--- config.mk ---
export PLATFORM = sky130hd
export DESIGN_NAME = seq_match_monitor
export DESIGN_NICKNAME = d
export VERILOG_FILES = /design/src/rtl/seq_match_monitor.sv
export SDC_FILE = /design/constraint.sdc
export NUM_CORES = 1
export LEC_CHECK = 0
export CAP_MARGIN = 20
export CORE_MARGIN = 2
export CORE_UTILIZATION = 45
export CTS_CLUSTER_SIZE = 25
export DETAILED_ROUTE_END_ITERATION = 16
export GPL_TIMING_DRIVEN = 0
export HOLD_SLACK_MARGIN = 0.02
export PLACE_DENSITY = 0.81
export SLEW_MARGIN = 20
export SYNTH_ARGS = -nofsm -noshare
export SYNTH_HDL_FRONTEND = slang
export SYNTH_SLANG_ARGS = --single-unit
--- constraint.sdc ---
create_clock -name clk -period 4.36 [get_ports clk]
set_input_delay 0.872 -clock clk [delete_from_list [all_inputs] [get_ports clk]]
set_output_delay 0.872 -clock clk [all_outputs]
set_load 0.02 [all_outputs]
--- src/rtl/seq_match_monitor.sv ---
// seq_match_monitor: counts qualified detector matches and reports inter-match gaps over valid/ready.
module seq_match_monitor #(
    parameter int CNT_W = 8,
    parameter int GAP_W = 8
) (
    input  logic             clk,
    input  logic             reset,
    input  logic             x_valid,
    input  logic             z,
    input  logic             clr,
    output logic [CNT_W-1:0] match_count,
    output logic             count_sat,
    output logic [GAP_W-1:0] gap_data,
    output logic             gap_valid,
    input  logic             gap_ready,
    output logic             drop_sticky
);
    typedef enum logic {IDLE, ARMED} state_t;
    state_t           state_q;
    logic [CNT_W-1:0] match_count_q, match_count_d;
    logic             count_sat_q;
    logic [GAP_W-1:0] gap_q, gap_d, gap_data_q;
    logic [GAP_W:0]   gap_inc;
    logic             gap_valid_q, drop_sticky_q, m, load;
    always_comb begin
        m             = z & x_valid;
        load          = m & (state_q == ARMED);
        gap_inc       = {1'b0, gap_q} + 1'b1;
        gap_d         = gap_inc[GAP_W] ? '1 : gap_inc[GAP_W-1:0];
        match_count_d = (match_count_q == '1) ? match_count_q : match_count_q + 1'b1;
    end
    always_ff @(posedge clk) begin
        if (reset || clr) begin
            state_q       <= IDLE;
            match_count_q <= '0;
            count_sat_q   <= 1'b0;
            gap_q         <= '0;
            gap_data_q    <= '0;
            gap_valid_q   <= 1'b0;
            drop_sticky_q <= 1'b0;
        end else begin
            if (m) begin
                match_count_q <= match_count_d;
                count_sat_q   <= count_sat_q | (match_count_d == '1);
                state_q       <= ARMED;
                gap_q         <= '0;
            end else if (x_valid && state_q == ARMED) begin
                gap_q <= gap_d;
            end
            // A stalled report is never overwritten; the new one is dropped instead.
            if (load && gap_valid_q && !gap_ready) begin
                drop_sticky_q <= 1'b1;
            end else if (load) begin
                gap_data_q  <= gap_d;
                gap_valid_q <= 1'b1;
            end else if (gap_valid_q && gap_ready) begin
                gap_valid_q <= 1'b0;
            end
        end
    end
    assign match_count = match_count_q;
    assign count_sat   = count_sat_q;
    assign gap_data    = gap_data_q;
    assign gap_valid   = gap_valid_q;
    assign drop_sticky = drop_sticky_q;
endmodule

==> out/metrics.sh <==
N_FILL_CELL=267
FINALSETUPVIOLCOUNT=0
SYNTHDOMINANTAREACELLTYPE='sky130_fd_sc_hd__dfxtp_1'
PERIOD_NEEDED_PS=2380
NUMCLOCKSINKS=28
WORST_SLEW_PIN_SLEW_PS=548
CHIPHEIGHT_UM=58.9
DESIGN.PORTCOUNT=25
SYN_AVG_CELL_AREA_UM2=8.42
DP_SLACK_PS=1810
CTS_SETUP_BUFFERS=0
POST-ROUTE-PERIOD-UTIL_PCT=54.6
FIRST_ITER_VIOLATIONS=39
CORE_AREA_MM2=0.00281
CLOCK_LATENCY_PS=330
WORSTPATHMAXFANOUT=8
CTS.HTREE.LEVELS=1
ENDPOINT_KIND='primary output'
TIMING.CRITICAL_PATH.SLOWEST_STAGE_CELL='sky130_fd_sc_hd__clkdlybuf4s50_1'
POST_SYNTH_NUM_CELL_TYPES=40
DIE_AREA_MM2=0.00347
SYNTHTOPCELLSBYAREA='sky130_fd_sc_hd__dfxtp_1 (41%), sky130_fd_sc_hd__nor2_1 (5.0%), sky130_fd_sc_hd__nand2_1 (4.2%)'
CLKSLEWWORSTSETUPHOLDPATHS_PS=150
VIA_COUNT=1321
SEQ_AREA_FRAC_SYNTH_PCT=41.3
CAP_VIOL_MAX_COUNT=0
GRT_MAX_DEGREE=16
FINALWIRELENGTH_UM=3080
SETUP_TNS_PS=0
GRT_FIRST_PASS_WIRELENGTH_UM=5310
START_KIND='flip-flop'
SYNTHESIS.AREA_MM2=0.00136
TIMING.MAX_SLEW.REL_SLACK_PCT=63.4
NETS_IN_THE_SYNTHESIZED_NETLIST=169
NUMBER_OF_GLOBAL_ROUTE_VIAS_BEFORE_REPAIR=1188
SEQCELLAREA_UM2=561
GRT_ANTENNA_BEFORE_REPAIR=0
PORTBUFFERS=24
CORE.ROWCOUNT=19
WL_PER_CELL_UM=14.0
DETAIL-ROUTE-ANTENNA-NETS=0
LAYOUT-DRIVE-GT1-SHARE_PCT=5.29
CTSHOLDBUFFERS=0
SYNTHTOLAYOUTAREAGROWTH_PCT=23.2
PATH_BUF_INV=1
SYNTH-EDFF-COUNT=0
YOSYSTOPAREACELLSHARE_PCT=41.3
POST_SYNTH_INST_COUNT=161
NUMBER_OF_INSTANCES_RESIZED_DURING_POST_CTS_REPAIR=0
REMAINING_OVERFLOW_GRT=0
POWER_DENSITY_mW_PER_MM2=244
TIMING_MAX_TRANSITION_VIOLATIONS_FINAL=0
DRC_ERRORS=3
HOLD_VIOL=0
MAX_FREQ_GHz=0.420
SKEW_PS=7.42
OUTCOME='finished with violations'
DRTPASS1ITERATIONS=10
HOLDCRITPATHCLASS='flip-flop to flip-flop'
CTS_BUFFER_DEPTH=2
STARTING_DENSITY_PCT=48.3
YOSYSWARNINGCOUNT=0
GP_CONGESTION=0.855
CATEGORY_OF_THE_MOST_CRITICAL_SETUP_PATH='flip-flop to primary output'
TOTAL_LEAKAGE_POWER_uW=0.000532
MULTI_INPUT_COMB_AREA_UM2=761
GRT.TOTAL_USAGE_PCT=19.9
TIMING.CRITICAL_PATH.ARRIVAL_PS=1510
DIE-WIDTH_UM=58.9
CRIT_REQUIRED_PS=3490
ROOT_BUFFER='sky130_fd_sc_hd__clkbuf_4'
CTS_TREE='built'
NUMBER_OF_BUFFERS_CREATED_BY_CTS=3
VIOLATIONS='design-rule violations'
CRIT_PATH_MAX_INCR_DELAY_PS=660
DESIGN.FINAL.NETS=198
AVGVIACOUNTPERCELL=6.00
IRDROPWORSTVDD_uV=113
YOSYS_MOST_USED_DFF='sky130_fd_sc_hd__dfxtp_1'
HPWL_UM=2290
PATH_DELAY_FAMILY='buffers and inverters'
SYNTH_SEQ_CELLS=28
ANTENNA_CELLS_INSERTED=0
SETUP_SLACK_PS=1980
CP_CELL_SEQUENCE='clkdlybuf4s50_1'
HOLDWS_PS=477
GRT_SETUP_UNREPAIRED='false'
YS_ASYNC_SR_FRACTION_PCT=0
[cells in the mapped netlist, types with 2 or more instances]
cell type,n
sky130_fd_sc_hd__dfxtp_1,28
sky130_fd_sc_hd__nor2_1,18
sky130_fd_sc_hd__nand2_1,15
sky130_fd_sc_hd__a21oi_1,11
sky130_fd_sc_hd__nand3_1,10
sky130_fd_sc_hd__a31oi_1,8
sky130_fd_sc_hd__o21ai_0,8
sky130_fd_sc_hd__clkbuf_1,5
sky130_fd_sc_hd__a211oi_1,4
sky130_fd_sc_hd__nor3_1,4
sky130_fd_sc_hd__and4_1,3
sky130_fd_sc_hd__mux2i_1,3
sky130_fd_sc_hd__nand2b_1,3
sky130_fd_sc_hd__nand4_1,3
sky130_fd_sc_hd__o211ai_1,3
sky130_fd_sc_hd__o31ai_1,3
sky130_fd_sc_hd__a2111o_1,2
sky130_fd_sc_hd__a311oi_1,2
sky130_fd_sc_hd__and3_1,2
sky130_fd_sc_hd__ha_1,2
sky130_fd_sc_hd__nor4_1,2
sky130_fd_sc_hd__or3_1,2
sky130_fd_sc_hd__xnor2_1,2
sky130_fd_sc_hd__xor2_1,2
[cells by family after synthesis]
kind of cell,synth area share [%]
flip-flops,41.3
buffers and inverters,2.58
multiplexers,2.21
XOR/XNOR,2.58
adder cells (fa/ha/maj),1.84
AO/OA/AOI/OAI,23.3
AND/OR/NAND/NOR,26.1
[layer usage]
| metal | part of all wire, % | track usage, % | up-vias | wire length [um] |
|---|---|---|---|---|
| met1 | 46 | 27.2 | 603 | 1430 |
| met4 | 1.5 | 8.44 | 0 | 46 |
| met3 | 5.8 | 2.86 | 5 | 178 |
| li1 | - | - | 663 | - |
| met2 | 46 | 31.3 | 50 | 1430 |
| met5 | 0 | 0 | - | 0 |
[flip-flops by register name, indices dropped and copies added, names as in the netlist]
| register | flops |
|---|---|
| match_count | 8 |
| state_q | 1 |
| gap_q | 8 |
| gap_data | 8 |
| gap_valid | 1 |
| drop_sticky | 1 |
| count_sat | 1 |
[power breakdown]
group / total [uW] / internal [uW] / switching [uW]
combinational: 22.0 / 8.84 / 13.1
clock: 127 / 51.2 / 75.3
sequential: 259 / 257 / 1.46
total: 407 / 317 / 89.9
[placed cells by master (no fill, tap or decap), drive strengths merged, types with 2 or more instances in the layout]
cell type	count
nor2	18
nor3	4
o21ai	8
a2111o	2
xnor2	2
a31oi	8
nand4	4
xor2	2
buf	2
and3	3
mux2i	3
and4	3
a211oi	4
nor4	2
or3	3
dfxtp	28
a21oi	11
nand2b	3
o31ai	3
clkbuf	9
a311oi	2
clkdlybuf4s50	24
nand2	15
nand3	10
ha	2
o211ai	3
[stage by stage]
step                      power [uW]  area [um2]  instances  util (%)
after floorplan                  275        1360        161         -
after global placement           286        1640        216      58.3
after detailed placement         286        1640        216      58.3
after CTS                        410        1670        220      59.6
after global routing             426        1670        220      59.6
final                            407        1670        220      59.6
[path summary, 6_finish.rpt]
kind	start	to	slack, ps	cells past startpoint
setup / recovery	match_count[0]	match_count[0]	1980	1
setup reg to reg	match_count[0]	count_sat	2460	5
hold / removal	gap_data[4]	gap_data[4]	480	2
hold reg to reg	gap_data[4]	gap_data[4]	480	2
[final cells by class]
type	count	share of cell area, %
Sequential cell	28	33.5
Tap cell	31	2.32
Clock buffer	4	2.17
Timing Repair Buffer	24	14.4
Multi-Input combinational cell	125	45.5
Inverter	1	0.225
Buffer	7	1.87
Note: power is estimated with default switching activity, not from simulation.
